**src/rtl/game_rules_engine.sv**
```systemverilog
// Pac-Man rule controller: game state, lives, power timer, ghost combo scoring and dot count,
// plus a one-bit-per-clock binary-to-BCD converter feeding the score display.
module game_rules_engine #(
    parameter int NUM_GHOSTS    = 4,
    parameter int COORD_W       = 10,
    parameter int TILE_SIZE     = 20,
    parameter int MAX_DOTS      = 240,
    parameter int POWER_TICKS   = 15,
    parameter int DEATH_TICKS   = 10,
    parameter int LIVES         = 3,
    parameter int DOT_POINTS    = 10,
    parameter int BIGDOT_POINTS = 50,
    parameter int GHOST_POINTS  = 200,
    parameter int SCORE_W       = 20,
    parameter int DIGITS        = 6
) (
    input  logic                          clk,
    input  logic                          reset,
    input  logic                          tick,
    input  logic                          start,
    input  logic [COORD_W-1:0]            player_x,
    input  logic [COORD_W-1:0]            player_y,
    input  logic [NUM_GHOSTS*COORD_W-1:0] ghost_x,
    input  logic [NUM_GHOSTS*COORD_W-1:0] ghost_y,
    input  logic                          dot_hit,
    input  logic                          bigdot_hit,
    output logic [2:0]                    game_state,
    output logic [NUM_GHOSTS-1:0]         ghost_respawn,
    output logic                          life_lost,
    output logic [2:0]                    lives,
    output logic [8:0]                    dots_eaten,
    output logic [7:0]                    power_remaining,
    output logic [SCORE_W-1:0]            score,
    output logic [4*DIGITS-1:0]           score_bcd
);
    typedef enum logic [2:0] {
        ST_STANDBY  = 3'd0,
        ST_PLAYING  = 3'd1,
        ST_POWER    = 3'd2,
        ST_DYING    = 3'd3,
        ST_GAMEOVER = 3'd4,
        ST_WIN      = 3'd5
    } state_e;

    typedef enum logic [1:0] {CV_IDLE, CV_SHIFT, CV_DONE} conv_e;

    localparam int SUM_W = SCORE_W + 8;
    localparam int CNT_W = $clog2(SCORE_W + 1);
    localparam logic [SUM_W-1:0]   MAX_SCORE = SUM_W'(10 ** DIGITS - 1);
    localparam logic [COORD_W-1:0] TILE      = COORD_W'(TILE_SIZE);

    state_e                  state_q, state_d;
    logic [2:0]              lives_q, lives_d;
    logic [8:0]              dots_q, dots_d;
    logic [7:0]              power_q, power_d;
    logic [7:0]              death_q, death_d;
    logic [1:0]              combo_q, combo_d;
    logic [SCORE_W-1:0]      score_q, score_d;
    logic [NUM_GHOSTS-1:0]   respawn_q, respawn_d;
    logic                    life_lost_q, life_lost_d;

    conv_e                   conv_q, conv_d;
    logic [SCORE_W-1:0]      bin_q, bin_d;
    logic [SCORE_W-1:0]      src_q, src_d;
    logic [4*DIGITS-1:0]     work_q, work_d;
    logic [4*DIGITS-1:0]     bcd_q, bcd_d;
    logic [CNT_W-1:0]        cnt_q, cnt_d;

    logic [NUM_GHOSTS-1:0]   coll;
    logic [SUM_W-1:0]        add, sum;
    logic [9:0]              dots_new;
    logic [1:0]              k;
    logic [4*DIGITS-1:0]     adj;

    for (genvar g = 0; g < NUM_GHOSTS; g++) begin : g_coll
        logic [COORD_W-1:0] gx, gy, dx, dy;
        assign gx = ghost_x[g*COORD_W +: COORD_W];
        assign gy = ghost_y[g*COORD_W +: COORD_W];
        assign dx = (gx >= player_x) ? gx - player_x : player_x - gx;
        assign dy = (gy >= player_y) ? gy - player_y : player_y - gy;
        assign coll[g] = (dx < TILE) && (dy < TILE);
    end

    always_comb begin
        state_d     = state_q;
        lives_d     = lives_q;
        dots_d      = dots_q;
        power_d     = power_q;
        death_d     = death_q;
        combo_d     = combo_q;
        score_d     = score_q;
        respawn_d   = '0;
        life_lost_d = 1'b0;
        add         = '0;
        sum         = '0;
        k           = combo_q;
        dots_new    = {1'b0, dots_q} + 10'(dot_hit) + 10'(bigdot_hit);

        case (state_q)
            ST_STANDBY: if (start) state_d = ST_PLAYING;
            ST_PLAYING, ST_POWER: if (tick) begin
                if (dot_hit)    add = add + SUM_W'(DOT_POINTS);
                if (bigdot_hit) add = add + SUM_W'(BIGDOT_POINTS);
                dots_d = dots_new[8:0];
                if (dots_new >= 10'(MAX_DOTS)) begin
                    state_d = ST_WIN;
                    power_d = '0;
                end else if (state_q == ST_PLAYING) begin
                    if (bigdot_hit) begin
                        state_d = ST_POWER;
                        power_d = 8'(POWER_TICKS);
                        combo_d = '0;
                    end else if (|coll) begin
                        lives_d     = lives_q - 3'd1;
                        life_lost_d = 1'b1;
                        respawn_d   = '1;
                        if (lives_q == 3'd1) begin
                            state_d = ST_GAMEOVER;
                        end else begin
                            state_d = ST_DYING;
                            death_d = 8'(DEATH_TICKS);
                        end
                    end
                end else begin
                    // combo index saturates at 3, capping the ghost value at GHOST_POINTS<<3
                    if (bigdot_hit) k = '0;
                    for (int unsigned i = 0; i < NUM_GHOSTS; i++) begin
                        if (coll[i]) begin
                            add          = add + (SUM_W'(GHOST_POINTS) << k);
                            respawn_d[i] = 1'b1;
                            if (k != 2'd3) k = k + 2'd1;
                        end
                    end
                    combo_d = k;
                    if (bigdot_hit) begin
                        power_d = 8'(POWER_TICKS);
                    end else if (power_q == 8'd1) begin
                        power_d = '0;
                        state_d = ST_PLAYING;
                    end else begin
                        power_d = power_q - 8'd1;
                    end
                end
                sum     = {{(SUM_W-SCORE_W){1'b0}}, score_q} + add;
                score_d = (sum > MAX_SCORE) ? MAX_SCORE[SCORE_W-1:0] : sum[SCORE_W-1:0];
            end
            ST_DYING: if (tick) begin
                if (death_q == 8'd1) begin
                    death_d = '0;
                    state_d = ST_PLAYING;
                end else begin
                    death_d = death_q - 8'd1;
                end
            end
            default: ;
        endcase
    end

    // src_q holds the value last captured; any difference while idle starts a (coalesced) conversion
    always_comb begin
        conv_d = conv_q;
        bin_d  = bin_q;
        src_d  = src_q;
        work_d = work_q;
        bcd_d  = bcd_q;
        cnt_d  = cnt_q;
        adj    = work_q;
        for (int unsigned d = 0; d < DIGITS; d++) begin
            if (adj[4*d +: 4] >= 4'd5) adj[4*d +: 4] = adj[4*d +: 4] + 4'd3;
        end
        case (conv_q)
            CV_IDLE: if (score_q != src_q) begin
                conv_d = CV_SHIFT;
                bin_d  = score_q;
                src_d  = score_q;
                work_d = '0;
                cnt_d  = CNT_W'(SCORE_W);
            end
            CV_SHIFT: begin
                work_d = {adj[4*DIGITS-2:0], bin_q[SCORE_W-1]};
                bin_d  = {bin_q[SCORE_W-2:0], 1'b0};
                cnt_d  = cnt_q - CNT_W'(1);
                if (cnt_q == CNT_W'(1)) conv_d = CV_DONE;
            end
            default: begin
                bcd_d  = work_q;
                conv_d = CV_IDLE;
            end
        endcase
    end

    always_ff @(posedge clk or negedge reset) begin
        if (!reset) begin
            state_q     <= ST_STANDBY;
            lives_q     <= 3'(LIVES);
            dots_q      <= '0;
            power_q     <= '0;
            death_q     <= '0;
            combo_q     <= '0;
            score_q     <= '0;
            respawn_q   <= '0;
            life_lost_q <= 1'b0;
            conv_q      <= CV_IDLE;
            bin_q       <= '0;
            src_q       <= '0;
            work_q      <= '0;
            bcd_q       <= '0;
            cnt_q       <= '0;
        end else begin
            state_q     <= state_d;
            lives_q     <= lives_d;
            dots_q      <= dots_d;
            power_q     <= power_d;
            death_q     <= death_d;
            combo_q     <= combo_d;
            score_q     <= score_d;
            respawn_q   <= respawn_d;
            life_lost_q <= life_lost_d;
            conv_q      <= conv_d;
            bin_q       <= bin_d;
            src_q       <= src_d;
            work_q      <= work_d;
            bcd_q       <= bcd_d;
            cnt_q       <= cnt_d;
        end
    end

    assign game_state      = state_q;
    assign ghost_respawn   = respawn_q;
    assign life_lost       = life_lost_q;
    assign lives           = lives_q;
    assign dots_eaten      = dots_q;
    assign power_remaining = power_q;
    assign score           = score_q;
    assign score_bcd       = bcd_q;
endmodule
```
**config.mk**
```make
export PLATFORM = sky130hd
export DESIGN_NAME = game_rules_engine
export DESIGN_NICKNAME = d
export VERILOG_FILES = /design/src/rtl/game_rules_engine.sv
export SDC_FILE = /design/constraint.sdc
export NUM_CORES = 1
export LEC_CHECK = 0
export CAP_MARGIN = 20
export CORE_MARGIN = 2
export CORE_UTILIZATION = 44
export DETAILED_ROUTE_END_ITERATION = 12
export GPL_ROUTABILITY_DRIVEN = 0
export PLACE_DENSITY_LB_ADDON = 0.1
export SETUP_SLACK_MARGIN = 0.02
export SLEW_MARGIN = 20
export SYNTH_ARGS = -nofsm -noshare
export SYNTH_HDL_FRONTEND = slang
export SYNTH_SLANG_ARGS = --single-unit
```
**constraint.sdc**
```tcl
create_clock -name clk -period 8.11 [get_ports clk]
set_input_delay 1.2165 -clock clk [delete_from_list [all_inputs] [get_ports clk]]
set_output_delay 1.2165 -clock clk [all_outputs]
set_load 0.05 [all_outputs]
```
==> results of run 1 <==
[Yosys cell counts (29+ instances only)]
library cell	instances
xnor2_1	74
clkbuf_1	55
nand2b_1	29
nand3_1	67
mux2_2	46
xor2_1	43
nor3_1	42
a31oi_1	31
o21ai_0	108
a21o_1	41
a21oi_1	139
ha_1	235
nand2_1	215
inv_1	179
nor2_1	128
dfrtp_1	151
[registers in the layout (all words and copies together) (netlist names)]
name and count:
lives 3, game_state 3, bin_q 20, death_q 8, score_bcd 24, cnt_q 5
work_q 24, power_remaining 8, src_q 20, score 20, life_lost 1, ghost_respawn 4
combo_q 2, dots_eaten 9, conv_q 2
[cell families after synthesis]
family	Yosys count	share of synthesized area (%)
AND/OR/NAND/NOR	647	19.1
AO/OA/AOI/OAI	561	22.6
buffers and inverters	250	5.76
adder cells (fa/ha/maj)	240	18.3
flip-flops	153	23.1
XOR/XNOR	117	6.18
multiplexers	76	4.95
other	1	0.0226
[cell type report]
type                    instances  area share (%)
clock buffers                  19            1.86
clock inverters                12           0.693
inverters                     179            2.88
multi-input cells            1642            55.1
flip-flops and latches        153            16.1
well taps                     511            2.68
repair buffers                595            20.7
[routing by layer]
layer	GRT usage, %	routed length (um)	vias to the layer above
met5	0	0	-
met4	10.0	1880	0
met3	3.93	2220	110
met2	44.9	24600	409
li1	-	-	8397
met1	33.7	23400	8114
[worst max-delay path: cells and delay by family]
kind / cells / cell delay [ps]
adders and majority gates: 7 / 2000
and+or+nand+nor: 9 / 1750
AOI/OAI and AO/OA: 16 / 2710
muxes: 3 / 930
xor gates and xnor gates: 1 / 90
buffers and inverters: 6 / 770
[placed cells by master (no fill, tap or decap), types with 11 or more instances in the layout]
master             n
o21ai_0           99
buf_2             11
inv_1            157
nor2_1           123
o21a_1            27
mux2_2            36
nor3_1            36
and3_1            14
o31ai_1           14
a211oi_1          16
nor4_1            13
xnor2_1           72
ha_2              12
ha_1             180
buf_4            402
dfrtp_1          151
o21bai_1          18
xor2_1            43
a31oi_1           29
clkbuf_16         18
nand4_1           24
nand2b_1          27
mux2i_1           26
a21o_1            40
clkdlybuf4s50_1  130
nand3_1           65
dlygate4sd2_1     14
a21oi_2           28
nor2b_1           22
buf_6             15
nand2_1          212
ha_4              43
inv_2             17
or2_2             11
o211ai_1          19
a22o_1            11
and2_1            15
a21oi_1          106
o21ai_1           12
[how the worst min path moves through the flow]
| stage | from | endpoint | depth (start not counted) | slack (ps) |
|---|---|---|---|---|
| after CTS | bin_q[1] | bin_q[1] | 2 | 480 |
| after global routing | bin_q[11] | bin_q[11] | 2 | 510 |
| after detailed placement | bin_q[19] | bin_q[19] | 2 | 470 |
| after floorplan | bin_q[0] | bin_q[0] | 2 | 450 |
| after global placement | bin_q[1] | bin_q[1] | 2 | 460 |
| final | bin_q[1] | bin_q[1] | 2 | 480 |
[power groups by stage]
stage               clock network [mW]  logic, mW  registers (mW)
floorplan                            0       1.31            1.50
finish                           0.837       2.54            1.28
CTS                              0.851       2.50            1.28
global route                     0.881       2.79            1.32
global placement                     0       2.37            1.28
detailed placement                   0       2.42            1.28
[per-stage QoR]
step / hold slack [ps] / std cells / setup TNS, ps / setup slack [ps]
after global routing: 508 / 3111 / -28470 / -1470
final: 476 / 3111 / -20620 / -1060
after CTS: 480 / 3102 / -17780 / -924
after floorplan: 447 / 2045 / -16210 / -905
after global placement: 459 / 3037 / -38300 / -1970
after detailed placement: 467 / 3037 / -41430 / -2130
[what timing repair did]
item	in CTS	in global routing
endpoints found under the hold margin	0	0
gates cloned	0	1
buffers inserted	34	8
pin swaps	64	72
gates resized for setup	240	90
setup endpoints to repair	20	20
==> reports/results.tsv, run 1 <==
metric	value	unit
status	finished, violations left	
violations	setup timing	
cellPowerDensity	195	nW/um^2
clock.fmax	109	MHz
syn_nets	2391	
crit_arrival	9480	ps
synthesis.area	16600	um^2
r2r_start	combo_q[0]	
fp.dieW	198	um
post-dp-hpwl	39900	um
ys_seq_area_share	23.1	%
fin_nets	2934	
p_int	2.60	mW
cpMaxStageDelayCell	or4b_4	
port_buffers	177	
synthArstFlopShare	100	%
reg2reg_depth	36	
p_seq_share	27.5	%
drive_above_1_share	28.6	%
cts_hold_buf	0	
grt_usage	26.4	%
clock_path_buffers	2	
synth_area_per_cell	8.11	um^2
ant_nets	0	
synth_warnings	0	
slew-limit-headroom	39.7	%
io_pins	178	
seq_area	3830	um^2
drt-pass1-iter-count	8	
syn_inst	2045	
netlist.area_leader.share	22.8	%
drv_cap	0	
crit_start	player_x[3]	
peakVddDrop	230	uV
setup-violations-final	20	
p_sw	2.06	mW
grt_pass1_wl	84000	um
finalPower	4.65	mW
path_clk_slew	60	ps
crit_top_cell	ha_4	
coreArea	37400	um^2
ys_types	92	
rows	71	
hold_viol	0	
crit_fanout	7	
cts_tree	yes	
crit_end	score[10]	
overflow	0	
finalWirelength	52100	um
ys_ff_latch	153	
dieHeight	198	um
grt_max_degree	99	
synth-edff-count	0	
required	8420	ps
power.leakage	11.3	nW
antenna_found_initial	0	
skew	11.9	ps
fin_ws	-1060	ps
cts_htree_levels	4	
worst_pin_slew	902	ps
drc	0	
slew_violations	0	
clockRootBuffer	clkbuf_16	
crit_type	in -> reg	
worst_setup_path_end_kind	register	
timing.final.crit_share	113	%
insertedDiodeCount	0	
synth.area.top_cells	dfrtp_1 (23%), ha_1 (18%), nand2_1 (4.9%)	
ys.flop_type	dfrtp_1	
hold_path_class	reg -> reg	
crit_path_start_kind	input pin	
finalCriticalPeriod	9170	ps
area_growth	43.5	%
via_per_inst	5.47	
r2r-end	score[10]	
clkLatencyLatePin	420	ps
clock_power_share	18.0	%
synth_top_area_cell	dfrtp_1	
dieArea	39300	um^2
slowest_delay	500	ps
fill_cells	3142	
cts.sinks	153	
design_area	23800	um^2
place_area	22000	um^2
p_sw_share	44.2	%
via_count	17000	
r2r_slack	910	ps
wl_per_cell	16.7	um
postLayoutCoreUtil	63.7	%
initial_core_util	44.4	%
cts_buffers	17	
combPwrFrac	54.5	%
drtIter0Drc	784	
first_global_vias	17000	
rsz0062_at_grt	true	
multi_input_comb_area	13100	um^2
Power figures use the tool's default switching activity.
==> run 2, diff against run 1 <==
--- a/config.mk
+++ b/config.mk
@@ -6,7 +6,7 @@
 export NUM_CORES = 1
 export LEC_CHECK = 0
 export CAP_MARGIN = 20
-export CORE_MARGIN = 2
+export CORE_MARGIN = 4
 export CORE_UTILIZATION = 44
 export DETAILED_ROUTE_END_ITERATION = 12
 export GPL_ROUTABILITY_DRIVEN = 0
==> run 2 against run 1 <==
The run still ends with setup timing left. Setup slack better by 28 ps. Clock-buffer cell count is 2 lower. Non-clock buffer count is 11 lower. Clock skew is 1.4 ps lower. Global-route usage is 1.8 points lower. Maximum frequency is 0.31% higher. Worst hold slack better by 1.3 ps. Die area is 4.1% higher. Sequential share of layout area is 0.25 points higher. Register-to-register slack better by 120 ps. Combinational power hardly changed. Largest cell class unchanged.
==> reports/results.tsv, run 2 (synthesis gave the netlist of run 1 again) <==
metric	value	unit
port_buffers	177	
cellPowerDensity	195	nW/um^2
insertedDiodeCount	0	
fin_tns_setup	-19550	ps
final_common_cell	buf_4	
cts_htree_levels	4	
post-dp-hpwl	40200	um
overflow	0	
hold_viol	0	
fin_ws	-1030	ps
via_count	16900	
worst_pin_slew	900	ps
drive_above_1_share	26.4	%
hold_path_class	reg -> reg	
drv_cap	0	
dieHeight	202	um
initial_core_util	45.0	%
finalWirelength	51600	um
cts_buffers	17	
cts.sinks	153	
area_growth	41.4	%
grt_max_degree	89	
crit_fanout	19	
skew	10.5	ps
required	8470	ps
grt_pass1_wl	84400	um
postLayoutCoreUtil	63.6	%
clock.fmax	109	MHz
via_per_inst	5.45	
fin_nets	2923	
violations	setup timing	
wl_per_cell	16.7	um
coreArea	36900	um^2
dieArea	40900	um^2
status	finished, violations left	
instances_no_fill	3094	
rows	70	
drtIter0Drc	851	
final_cell_mix	buf_4 (398), nand2_1 (212), ha_1 (190)	
setup-violations-final	20	
power.leakage	11.2	nW
path_clk_slew	60	ps
fill_cells	3124	
timing.final.crit_share	113	%
drc	0	
slowest_delay	520	ps
cpMaxStageDelayCell	or4b_4	
slew_violations	0	
crit_arrival	9500	ps
crit_top_cell	ha_4	
finalCriticalPeriod	9140	ps
clock_path_buffers	2	
dp.cells	3027	
cts_tree	yes	
peakVddDrop	265	uV
first_global_vias	17100	
clkLatencyLatePin	430	ps
drt-pass1-iter-count	5	
crit_path_start_kind	input pin	
crit_type	in -> reg	
fp.dieW	202	um
ant_nets	0	
grt_usage	24.6	%
pre_cts_slack	-2190	ps
clockRootBuffer	clkbuf_16	
rsz0062_at_grt	true	
io_pins	178	
worst_setup_path_end_kind	register	
slew-limit-headroom	39.8	%
antenna_found_initial	0	
## run 2: power breakdown
part           switching, mW  internal (mW)  total (mW)  leakage [nW]
sequential             0.264           1.00        1.27          1.96
clock                  0.348          0.460       0.808         0.288
combinational           1.42           1.08        2.51          8.91
total                   2.04           2.54        4.58          11.2
## run 2: what timing repair did
| action | CTS | global route |
|---|---|---|
| hold buffers | 0 | 0 |
| buffers inserted | 30 | 6 |
| hold endpoints to repair | 0 | 0 |
| pin swaps | 89 | 12 |
| endpoints found under the setup margin | 20 | 20 |
| cloned | 0 | 0 |
| resized for setup | 209 | 27 |
## run 2: final cells by class
cell class	instances	area, um^2	share of cell area (%)
clock buffer	17	425	1.81
clock inverter	15	165	0.704
multi-input combinational	1642	12900	54.9
sequential	153	3830	16.3
timing repair buffer	584	4840	20.6
tap	504	631	2.69
inverter	179	682	2.91
## run 2: path summary, 6_finish.rpt
check                       startpoint            end  cells after the start  slack (ps)
max                        player_y[3]       score[2]                     44       -1030
min                          bin_q[18]      bin_q[18]                      2         480
max reg2reg                 combo_q[1]       score[2]                     36        1030
min reg2reg                  bin_q[18]      bin_q[18]                      2         480
max in group asynchronous        reset  dots_eaten[1]                      2        5860
min in group asynchronous        reset  score_bcd[22]                      1         840
## run 2: metrics by stage
step                      hold slack (ps)  instance area (um^2)  power, mW
after floorplan                       447                 17000       2.81
after CTS                             481                 23300       4.58
final                                 477                 23500       4.58
after global placement                461                 21900       3.64
after detailed placement              467                 21900       3.70
after global routing                  500                 23500       4.90
## run 2: layer usage
layer / track usage, % / part of all wire, % / up-vias
li1: - / - / 8387
met1: 32.0 / 46 / 8068
met2: 43.5 / 49 / 355
met3: 2.95 / 3.3 / 61
met4: 6.21 / 2.0 / 0
met5: 0 / 0 / -
## run 2: worst max-delay path: cells and delay by family
| family | cells | cell delay [ps] |
|---|---|---|
| muxes | 3 | 910 |
| adders and majority gates | 7 | 1870 |
| and+or+nand+nor | 8 | 1640 |
| AOI/OAI and AO/OA | 20 | 3080 |
| buffers and inverters | 6 | 790 |
==> run 3, diff against run 2 <==
==> constraint.sdc (replaced) <==
create_clock -name clk -period 10.5 [get_ports clk]
set_input_delay 1.575 -clock clk [delete_from_list [all_inputs] [get_ports clk]]
set_output_delay 1.575 -clock clk [all_outputs]
set_load 0.05 [all_outputs]
==> run 3 against run 2 <==
The run now ends clean. Total power shrank 27%. Combinational power shrank 29%. Clock power shrank 26%. Die area is the same. Sequential power shrank 22%. Clock-buffer cell count grew 3. Register-to-register slack gained 2100 ps. Via count shrank 5.8%. Sequential share of layout area grew 1.8 points. Setup slack gained 1400 ps.
==> reports/results.tsv, run 3 (synthesis gave the netlist of run 1 again) <==
metric	value	unit
cts_buffers	17	
dieArea	40900	um^2
slowest_delay	530	ps
worst_setup_path_end_kind	register	
skew	9.43	ps
worst_pin_slew	937	ps
via_count	15900	
place_area	20100	um^2
finalWirelength	48300	um
final_cell_mix	ha_1 (226), nand2_1 (215), buf_4 (183)	
cp.buffers_inverters	7	
cpMaxStageDelayCell	or4b_4	
crit_family	compound AO/OA/AOI/OAI gates	
first_global_vias	15500	
fin_ws	370	ps
drive_above_1_share	15.4	%
pre_cts_slack	-395	ps
grt_pass1_wl	77800	um
finalCriticalPeriod	10130	ps
clockRootBuffer	clkbuf_16	
cts.sinks	153	
required	10810	ps
cts_hold_buf	0	
coreArea	36900	um^2
postLayoutCoreUtil	57.4	%
drt-pass1-iter-count	5	
insertedDiodeCount	0	
ant_nets	0	
cellPowerDensity	159	nW/um^2
io_pins	178	
drtIter0Drc	897	
wl_per_cell	16.8	um
final_common_cell	ha_1	
hold_path_class	reg -> reg	
fin_nets	2703	
status	finished clean	
cts_htree_levels	4	
port_buffers	177	
rows	70	
crit_arrival	10440	ps
crit_path_start_kind	input pin	
hold_viol	0	
peakVddDrop	190	uV
slew-limit-headroom	36.6	%
area_growth	27.6	%
design_area	21200	um^2
clkLatencyLatePin	430	ps
slew_violations	0	
overflow	0	
post-dp-hpwl	37500	um
fill_cells	3423	
drv_cap	0	
crit_top_cell	ha_1	
crit_fanout	9	
antenna_found_initial	0	
fp.dieW	202	um
fin_tns_setup	0	ps
initial_core_util	45.0	%
power.leakage	10.0	nW
finalPower	3.36	mW
via_per_inst	5.53	
clock.fmax	98.7	MHz
grt_max_degree	82	
crit_type	in -> reg	
path_clk_slew	60	ps
drc	0	
grt_usage	22.7	%
setup-violations-final	0	
clock_path_buffers	2	
dieHeight	202	um
timing.final.crit_share	96.5	%
cts_tree	yes	
-- run 3: cell count changes in the layout (fill, tap and decap cells not counted), sizes merged --
| cell | change |
|---|---|
| clkdlybuf4s15 | -5 |
| dlygate4sd2 | -26 |
| clkdlybuf4s50 | +41 |
| inv | -1 |
| clkbuf | +4 |
| clkinvlp | -1 |
| bufinv | -1 |
| buf | -231 |
-- run 3: layout make-up --
class | count | area (um^2) | area share, %
timing repair buffer | 364 | 3240 | 15.3
clock buffer | 20 | 457 | 2.16
inverter | 179 | 672 | 3.17
clock inverter | 12 | 115 | 0.544
tap | 504 | 631 | 2.98
sequential | 153 | 3830 | 18.1
multi-input combinational | 1642 | 12200 | 57.8
-- run 3: path summary, 6_finish.rpt --
path / slack [ps] / depth (start not counted) / start / endpoint
max in group asynchronous: 7890 / 2 / reset / ghost_respawn[2]
max: 370 / 42 / player_y[1] / score[7]
min in group asynchronous: 1160 / 1 / reset / score_bcd[23]
min reg2reg: 480 / 2 / bin_q[19] / bin_q[19]
min: 480 / 2 / bin_q[19] / bin_q[19]
max reg2reg: 3100 / 35 / combo_q[0] / score[7]
-- run 3: where the power goes --
part           switching (mW)  internal [mW]  total, mW
Combinational            1.05          0.723       1.78
Clock                   0.256          0.341      0.597
Sequential              0.212          0.774      0.985
Total                    1.52           1.84       3.36
-- run 3: layer usage --
metal / wire length (um) / vias to the layer above / track usage (%)
met1: 22400 / 7519 / 31.0
li1: - / 7943 / -
met5: 0 / - / 0
met4: 1110 / 0 / 5.33
met3: 2290 / 77 / 3.47
met2: 22500 / 351 / 37.9
-- run 3: timing repair --
action,4_1_cts,5_1_grt
gates resized for setup,1,80
gates cloned,0,2
pin swaps,0,19
endpoints found under the setup margin,7,20
buffers inserted,0,3
-- run 3: tightest hold or removal path, delay by kind of cell (launching register included) --
family           cells  cell delay [ps]
DFF                  1              340
and+or+nand+nor      2              100
-- run 3: per-stage QoR --
step | cells | hold WS (ps)
floorplan | 2045 | 447
global placement | 2837 | 460
detailed placement | 2837 | 466
CTS | 2869 | 481
global route | 2874 | 503
finish | 2874 | 475
